## src/rtl/octant_restore.sv

```systemverilog
// Maps first-octant ray points back to the true octant, adds the ray origin and streams map cells (OCTANT_BOUNDS_EN adds range clamp + cell_oob).
// Latency: 2 cycles from point handshake to cell_valid; 1 cell/cycle sustained with cell_ready high.
// Backpressure: two-stage valid/ready pipeline, each stage loads when empty or draining; pt_ready falls once both stages are held.
module octant_restore #(
    parameter int COORD_W  = 16,
    parameter int OFF_W    = 12,
    parameter int LEN_W    = 12,
    parameter int MAP_SIZE = 1024
) (
    input  logic               clk,
    input  logic               rst_n,
    input  logic               ray_valid,
    output logic               ray_ready,
    input  logic [COORD_W-1:0] ray_origin_x,
    input  logic [COORD_W-1:0] ray_origin_y,
    input  logic               ray_flip_x,
    input  logic               ray_flip_y,
    input  logic               ray_flip_id,
    input  logic [LEN_W-1:0]   ray_length,
    input  logic               pt_valid,
    output logic               pt_ready,
    input  logic [OFF_W-1:0]   pt_x,
    input  logic [OFF_W-1:0]   pt_y,
    input  logic               pt_last,
    output logic               cell_valid,
    input  logic               cell_ready,
    output logic [COORD_W-1:0] cell_x,
    output logic [COORD_W-1:0] cell_y,
    output logic               cell_last,
    output logic               busy,
`ifdef OCTANT_BOUNDS_EN
    output logic               cell_oob,
`endif
    output logic               len_err
);

    typedef enum logic [1:0] {IDLE, STREAM, DRAIN} state_t;

    if (MAP_SIZE < 1 || MAP_SIZE > (1 << (COORD_W - 1))) begin : g_bad_map_size
        $error("MAP_SIZE must fit in the positive coordinate range");
    end

    state_t                    state;
    logic signed [COORD_W-1:0] org_x, org_y;
    logic                      flip_x, flip_y, flip_id;
    logic [LEN_W-1:0]          ray_len, pt_cnt, cnt_nxt;

    logic                      s1_vld, s1_last;
    logic signed [COORD_W-1:0] s1_x, s1_y;
    logic signed [COORD_W-1:0] ext_x, ext_y, tx, ty, res_x, res_y;
    logic                      s2_load, s1_free, pt_hs, cell_hs;

    assign s2_load  = !cell_valid || cell_ready;
    assign s1_free  = !s1_vld || s2_load;
    assign pt_ready = (state == STREAM) && s1_free;
    assign pt_hs    = pt_valid && pt_ready;
    assign cell_hs  = cell_valid && cell_ready;
    assign cnt_nxt  = pt_cnt + 1'b1;

    // Undo the reduction in reverse order: swap first, then the per-axis negations.
    always_comb begin
        ext_x = COORD_W'(pt_x);
        ext_y = COORD_W'(pt_y);
        tx    = flip_id ? ext_y : ext_x;
        ty    = flip_id ? ext_x : ext_y;
        if (flip_x) tx = -tx;
        if (flip_y) ty = -ty;
    end

`ifdef OCTANT_BOUNDS_EN
    localparam logic signed [COORD_W:0] MAP_MAX = (COORD_W + 1)'(MAP_SIZE - 1);
    logic signed [COORD_W:0] wide_x, wide_y;
    logic                    oob_x, oob_y;

    // One guard bit keeps the unsaturated sum exact for the range test.
    always_comb begin
        wide_x = {org_x[COORD_W-1], org_x} + {s1_x[COORD_W-1], s1_x};
        wide_y = {org_y[COORD_W-1], org_y} + {s1_y[COORD_W-1], s1_y};
        oob_x  = (wide_x < 0) || (wide_x > MAP_MAX);
        oob_y  = (wide_y < 0) || (wide_y > MAP_MAX);
        res_x  = (wide_x < 0) ? '0 : ((wide_x > MAP_MAX) ? MAP_MAX[COORD_W-1:0] : wide_x[COORD_W-1:0]);
        res_y  = (wide_y < 0) ? '0 : ((wide_y > MAP_MAX) ? MAP_MAX[COORD_W-1:0] : wide_y[COORD_W-1:0]);
    end
`else
    always_comb begin
        res_x = org_x + s1_x;
        res_y = org_y + s1_y;
    end
`endif

    always_ff @(posedge clk or negedge rst_n) begin
        if (!rst_n) begin
            s1_vld     <= 1'b0;
            s1_x       <= '0;
            s1_y       <= '0;
            s1_last    <= 1'b0;
            cell_valid <= 1'b0;
            cell_x     <= '0;
            cell_y     <= '0;
            cell_last  <= 1'b0;
`ifdef OCTANT_BOUNDS_EN
            cell_oob   <= 1'b0;
`endif
        end else begin
            if (s1_free) begin
                s1_vld <= pt_hs;
                if (pt_hs) begin
                    s1_x    <= tx;
                    s1_y    <= ty;
                    s1_last <= pt_last;
                end
            end
            if (s2_load) begin
                cell_valid <= s1_vld;
                if (s1_vld) begin
                    cell_x    <= res_x;
                    cell_y    <= res_y;
                    cell_last <= s1_last;
`ifdef OCTANT_BOUNDS_EN
                    cell_oob  <= oob_x || oob_y;
`endif
                end
            end
        end
    end

    always_ff @(posedge clk or negedge rst_n) begin
        if (!rst_n) begin
            state     <= IDLE;
            ray_ready <= 1'b1;
            busy      <= 1'b0;
            len_err   <= 1'b0;
            org_x     <= '0;
            org_y     <= '0;
            flip_x    <= 1'b0;
            flip_y    <= 1'b0;
            flip_id   <= 1'b0;
            ray_len   <= '0;
            pt_cnt    <= '0;
        end else begin
            case (state)
                IDLE: begin
                    if (ray_valid) begin
                        state     <= STREAM;
                        ray_ready <= 1'b0;
                        busy      <= 1'b1;
                        org_x     <= ray_origin_x;
                        org_y     <= ray_origin_y;
                        flip_x    <= ray_flip_x;
                        flip_y    <= ray_flip_y;
                        flip_id   <= ray_flip_id;
                        ray_len   <= ray_length;
                        pt_cnt    <= '0;
                        len_err   <= 1'b0;
                    end
                end
                STREAM: begin
                    if (pt_hs) begin
                        pt_cnt <= cnt_nxt;
                        // pt_last ends the ray whatever the count says; mismatch only flags it.
                        if (pt_last) begin
                            state <= DRAIN;
                            if (cnt_nxt != ray_len) len_err <= 1'b1;
                        end else if (cnt_nxt == ray_len) begin
                            len_err <= 1'b1;
                        end
                    end
                end
                DRAIN: begin
                    if (cell_hs && cell_last) begin
                        state     <= IDLE;
                        ray_ready <= 1'b1;
                        busy      <= 1'b0;
                    end
                end
                default: begin
                    state     <= IDLE;
                    ray_ready <= 1'b1;
                    busy      <= 1'b0;
                end
            endcase
        end
    end

endmodule
```

## config.mk

```make
export PLATFORM = sky130hd
export DESIGN_NAME = octant_restore
export DESIGN_NICKNAME = d
export VERILOG_FILES = /design/src/rtl/octant_restore.sv
export SDC_FILE = /design/constraint.sdc
export NUM_CORES = 1
export LEC_CHECK = 0
export ABC_AREA = 1
export CORE_ASPECT_RATIO = 1.2
export CORE_MARGIN = 4
export CORE_UTILIZATION = 50
export DETAILED_ROUTE_END_ITERATION = 8
export PLACE_DENSITY = 0.78
export SYNTH_ARGS = -nofsm -noshare
export SYNTH_HDL_FRONTEND = slang
export SYNTH_SLANG_ARGS = --single-unit
```

## constraint.sdc

```tcl
create_clock -name clk -period 2 [get_ports clk]
set_input_delay 0.6 -clock clk [delete_from_list [all_inputs] [get_ports clk]]
set_output_delay 0.6 -clock clk [all_outputs]
set_load 0.005 [all_outputs]
```

Word-level counts from Yosys, hierarchy flattened
Cells that the tools add are included.

cells by class
  $add $sub $neg = 5
  equal/unequal tests = 10
  mux-type cells = 23
  bitwise gates (word level) = 1
  reductions and logical operators = 17

operators by type and width
  operator                                              number
  two-way mux 12 bit                                    4
  adder 16 bit                                          2
  two-way mux 16 bit                                    2
  negator 12 -> 16 bit                                  2
  one-hot mux 12 bit (2 select lines)                   1
  adder 12 x 1 -> 12 bit (second input constant)        1
  equality test 12 bit                                  1
  != test 12 bit                                        1
  two-way mux 1 bit                                     8
  two-way mux 2 bit                                     4
  != test 2 bit (second input constant)                 4
  != test 3 x 2 -> 1 bit (second input constant)        2
  one-hot mux 1 bit (3 select lines)                    2
  one-hot mux 2 bit (3 select lines)                    1
  AND reduction 2 bit                                   3
  AND reduction 3 bit                                   2
  AND reduction 5 bit                                   1
  logical AND 1 bit                                     4
  AND reduction 4 bit                                   1
  equality test 2 x 1 -> 1 bit (second input constant)  1
  equality test 2 bit (second input constant)           1
  logical NOT 1 bit                                     2
  logical NOT 2 bit                                     1
  logical OR 1 bit                                      2
  other kinds (3)                                       3

word-level totals
  register bits = 132
  bits of input ports = 77
  output and inout bits = 38

Longest topological paths before layout
  word-level depth = 7
  gate-level depth with buffers = 16

Worst setup path after synthesis
OpenSTA, ideal clock, no wires.

  path kind = reg-to-reg
  start = reg org_y[0]
  end = reg cell_y[10]
  setup time = 0.083 ns
  arrival = 1.953 ns
  setup slack = -0.036 ns
  cell stages (with the launch flop) = 13
  buffers on the path = 0
  path through = dfrtp_1 -> ha_1 -> inv_1 -> fa_1 -> nand3b_1 -> nand2_1 -> inv_1 -> o21ai_0 -> nand2_1 -> nand2_1 -> a21oi_1 -> xor2_1 -> o21ai_0

on the way
  longest elaborated chain between the ends = 1

RTL lines
  element                 RTL line  RTL
  start, declared         44        logic signed [COORD_W-1:0] org_x, org_y;
  start signal, assigned  148       org_y <= ray_origin_y;
  adder 16 bit            87        res_y = org_y + s1_y;
  end signal, assigned    117       cell_y <= res_y;
  end, declared           28        output logic [COORD_W-1:0] cell_y,

No other way between the ends.
A chain may end at the register's enable or synchronous reset.

Worst setup path in the final report
  start = reg s1_y[0]
  end = reg cell_y[10]

on the way
  longest elaborated chain between the ends = 1

RTL lines
  element                 RTL line  RTL
  start, declared         49        logic signed [COORD_W-1:0] s1_x, s1_y;
  start signal, assigned  109       s1_y <= ty;
  adder 16 bit            87

No other way between the ends.

==> impl_metrics.tcl <==
set metrics [dict create \
    outcome "finished with violations" \
    violations "negative setup slack" \
    cp.required_ns 2.29 \
    syn_area_um2 7562 \
    hold_viol 0 \
    reg2reg_from "s1_y[0]" \
    routed_via_density 5.076 \
    synth_edf_count 0 \
    synth_cell_type_count 39 \
    drv_cap 0 \
    root_buffer "clkbuf_16" \
    synth_area_leaders "dfrtp_1 43%, nand2_1 17%, ha_1 5.6%, o21ai_0 5.3%, inv_1 4.4%" \
    grt_pass1_wl_um 31950 \
    power.density_nw_per_um2 1653 \
    finalWorstSetupSlack_ns -0.03027 \
    drc 0 \
    ir_drop_v 0.0007142 \
    dieHeight_um 142.7 \
    cts_tree "built" \
    wl_um 19910 \
    area_growth_syn_to_layout_pct 36.76 \
    routedWlPerCell_um 14.35 \
    syn_avg_cell_area_um2 7.662 \
    numCtsBuffers 17 \
    async_flop_share_pct 100.0 \
    clockPowerShare_pct 16.5 \
    synthCells 987 \
    setup_viol 3 \
    htree_levels 4 \
    core-area_um2 14900 \
    grt_use_total_pct 23.22 \
    place_hpwl_um 14780 \
    via_count 7040 \
    rsz0062_at_grt "true" \
    clk_pin_slew_ns 0.06 \
    synth_area_leader_cell "dfrtp_1" \
    synth.most_common_cell "nand2_1" \
    total_power_w 0.01710 \
    regArea_um2 3308 \
    clockBufferDepth 2 \
    worstMarginPinSlew_ns 0.4726 \
    nNetsFinal 1285 \
    skew_ns 0.009318 \
    clk_latency_ns 0.42 \
    max_slew_margin_pct 68.50 \
    rows 49 \
    multi_input_area_um2 4039 \
    die-area_um2 17160 \
    internal-power_w 0.009960 \
    finalCritPeriodShare_pct 101.5 \
    switching_share_pct 41.75 \
    fmax_mhz 492.5 \
    grt_max_degree 56 \
    r2r-end "cell_y[10]" \
    gp_congestion 0.8943 \
    grt_pass1_vias 6691 \
    seq_area_frac_synth_pct 43.70 \
    pin_count 115 \
    period_minus_slack_ns 2.030 \
    n_antenna_cell 0 \
    pwr-share-comb_pct 55.5 \
    critical_path.endpoint_type "register" \
    drive_gt1_share_pct 16.82 \
    place_ws_ns -0.5419 \
    synth_flop_cell "dfrtp_1" \
    fillers 1206 \
    share_seq_of_total_power_pct 28.0 \
    drt_pre_antenna_iters 5 \
    initial_core_util_pct 50.76 \
    critPathArrivalTime_ns 2.32 \
    hold_path.class "input pin to async pin" \
    drv_slew 0 \
    synth_fp_nets 1100 \
    ys.warnings.count 0 \
    power.static_leakage_nw 5.026 \
    critPathMaxFanout 2 \
    ys_top_cells_by_count "346 x nand2_1, 131 x dfrtp_1, 88 x inv_1" \
    r2r_slack_ns -0.03 \
    ys_ff_latch 132 \
    cts.sinks 132 \
    die_w_um 120.3 \
    drtIter0Drc 455 \
    io_buffers 114 \
    start_kind "register" \
    antenna_found_initial 0 \
    reg2regPathDepth 12 \
    switching_power_w 0.007139 \
    synth_top_area_share_pct 43.35 \
    path_class "register to register" \
    gr-total-overflow 0 \
    ant_nets 0 \
]
## worst max path at each step
stage / start / end / slack [ns] / cells past startpoint
2_1_floorplan: org_y[0] / cell_y[10] / 0.05 / 12
5_1_grt: pt_cnt[0] / len_err / -0.18 / 16
3_5_place_dp: cell_ready / pt_ready / -0.54 / 6
3_3_place_gp: cell_ready / pt_ready / -0.56 / 6
6_report: s1_y[0] / cell_y[10] / -0.03 / 12
4_1_cts: flip_id / s1_y[12] / -0.03 / 10
## worst max-delay path, cell delays in order (launching register included)
cell	delay, ns
dfrtp_1	0.37
ha_2	0.20
inv_2	0.04
fa_2	0.34
nand3b_1	0.17
nand2_2	0.09
inv_2	0.05
o21ai_2	0.14
nand2_1	0.08
nand2_2	0.08
a21oi_2	0.06
xor2_1	0.21
o21ai_1	0.08
## power by group through the flow
stage                     Sequential [W]  Clock [W]  Combinational [W]
after CTS                        0.00475    0.00284            0.00894
after global placement           0.00473          0            0.00856
final                            0.00479    0.00282            0.00949
after detailed placement         0.00475          0            0.00871
after global routing             0.00494    0.00299             0.0107
after floorplan                  0.00452          0            0.00553
## registers in the layout, summed over array words and instances, names as in the netlist, 2 cells and up
name / flops
cell_x: 16
cell_y: 16
org_x: 16
org_y: 16
s1_x: 16
s1_y: 16
pt_cnt: 12
ray_len: 12
state: 2
## cell type report
cell class / instances / area share (%)
Clock buffer: 25 / 4.888
Tap cell: 204 / 2.468
Sequential cell: 132 / 31.99
Multi-Input combinational cell: 730 / 39.05
Inverter: 95 / 3.484
Timing Repair inverter: 1 / 0.07259
Timing Repair Buffer: 195 / 17.81
Clock inverter: 5 / 0.2420
## cell usage in the layout, fill, tap and decap left out, types with 19 or more instances in the layout
| cell type | count |
|---|---|
| nand2_1 | 335 |
| a21oi_1 | 23 |
| xor2_1 | 24 |
| o21ai_1 | 19 |
| nand3_1 | 51 |
| o21ai_0 | 67 |
| ha_1 | 29 |
| nor2_1 | 37 |
| clkdlybuf4s50_1 | 109 |
| inv_1 | 78 |
| buf_4 | 72 |
| dfrtp_1 | 128 |
## per-layer routing
| layer | GRT usage [%] | share of wire [%] | up-vias |
|---|---|---|---|
| li1 | - | - | 3566 |
| met1 | 31.88 | 46 | 3260 |
| met2 | 38.01 | 48 | 192 |
| met3 | 4.358 | 5.0 | 22 |
| met4 | 6.563 | 1.4 | 0 |
| met5 | 0 | 0 | - |
## what timing repair did
item | 4_1_cts | 5_1_grt
resized for setup | 29 | 81
setup endpoints to repair | 14 | 38
hold buffers | 0 | 0
gates cloned | 1 | 0
buffers inserted | 1 | 10
pin swaps | 10 | 41
## through the flow
stage / TNS, ns / util (%) / hold WS, ns / std cells / instance area, um^2
6_report: -0.06805 / 69.42 / 0.09211 / 1387 / 10340
5_1_grt: -1.602 / 69.42 / 0.1008 / 1387 / 10340
4_1_cts: -0.04162 / 67.30 / 0.09538 / 1378 / 10030
3_5_place_dp: -11.79 / 63.17 / 0.4657 / 1346 / 9412
3_3_place_gp: -10.07 / 63.17 / 0.4649 / 1346 / 9412
2_1_floorplan: 0 / - / 0.3044 / 987 / 7562
## logic make-up after synthesis
kind of cell	after synthesis	share of synthesized area, %
muxes	5	0.6618
adders and majority gates	36	6.155
and+or+nand+nor	487	26.34
buffers and inverters	125	6.569
AOI/OAI and AO/OA	161	11.83
xor gates and xnor gates	41	4.748
DFF	132	43.70
No activity file was read; power rests on OpenSTA's default activity.
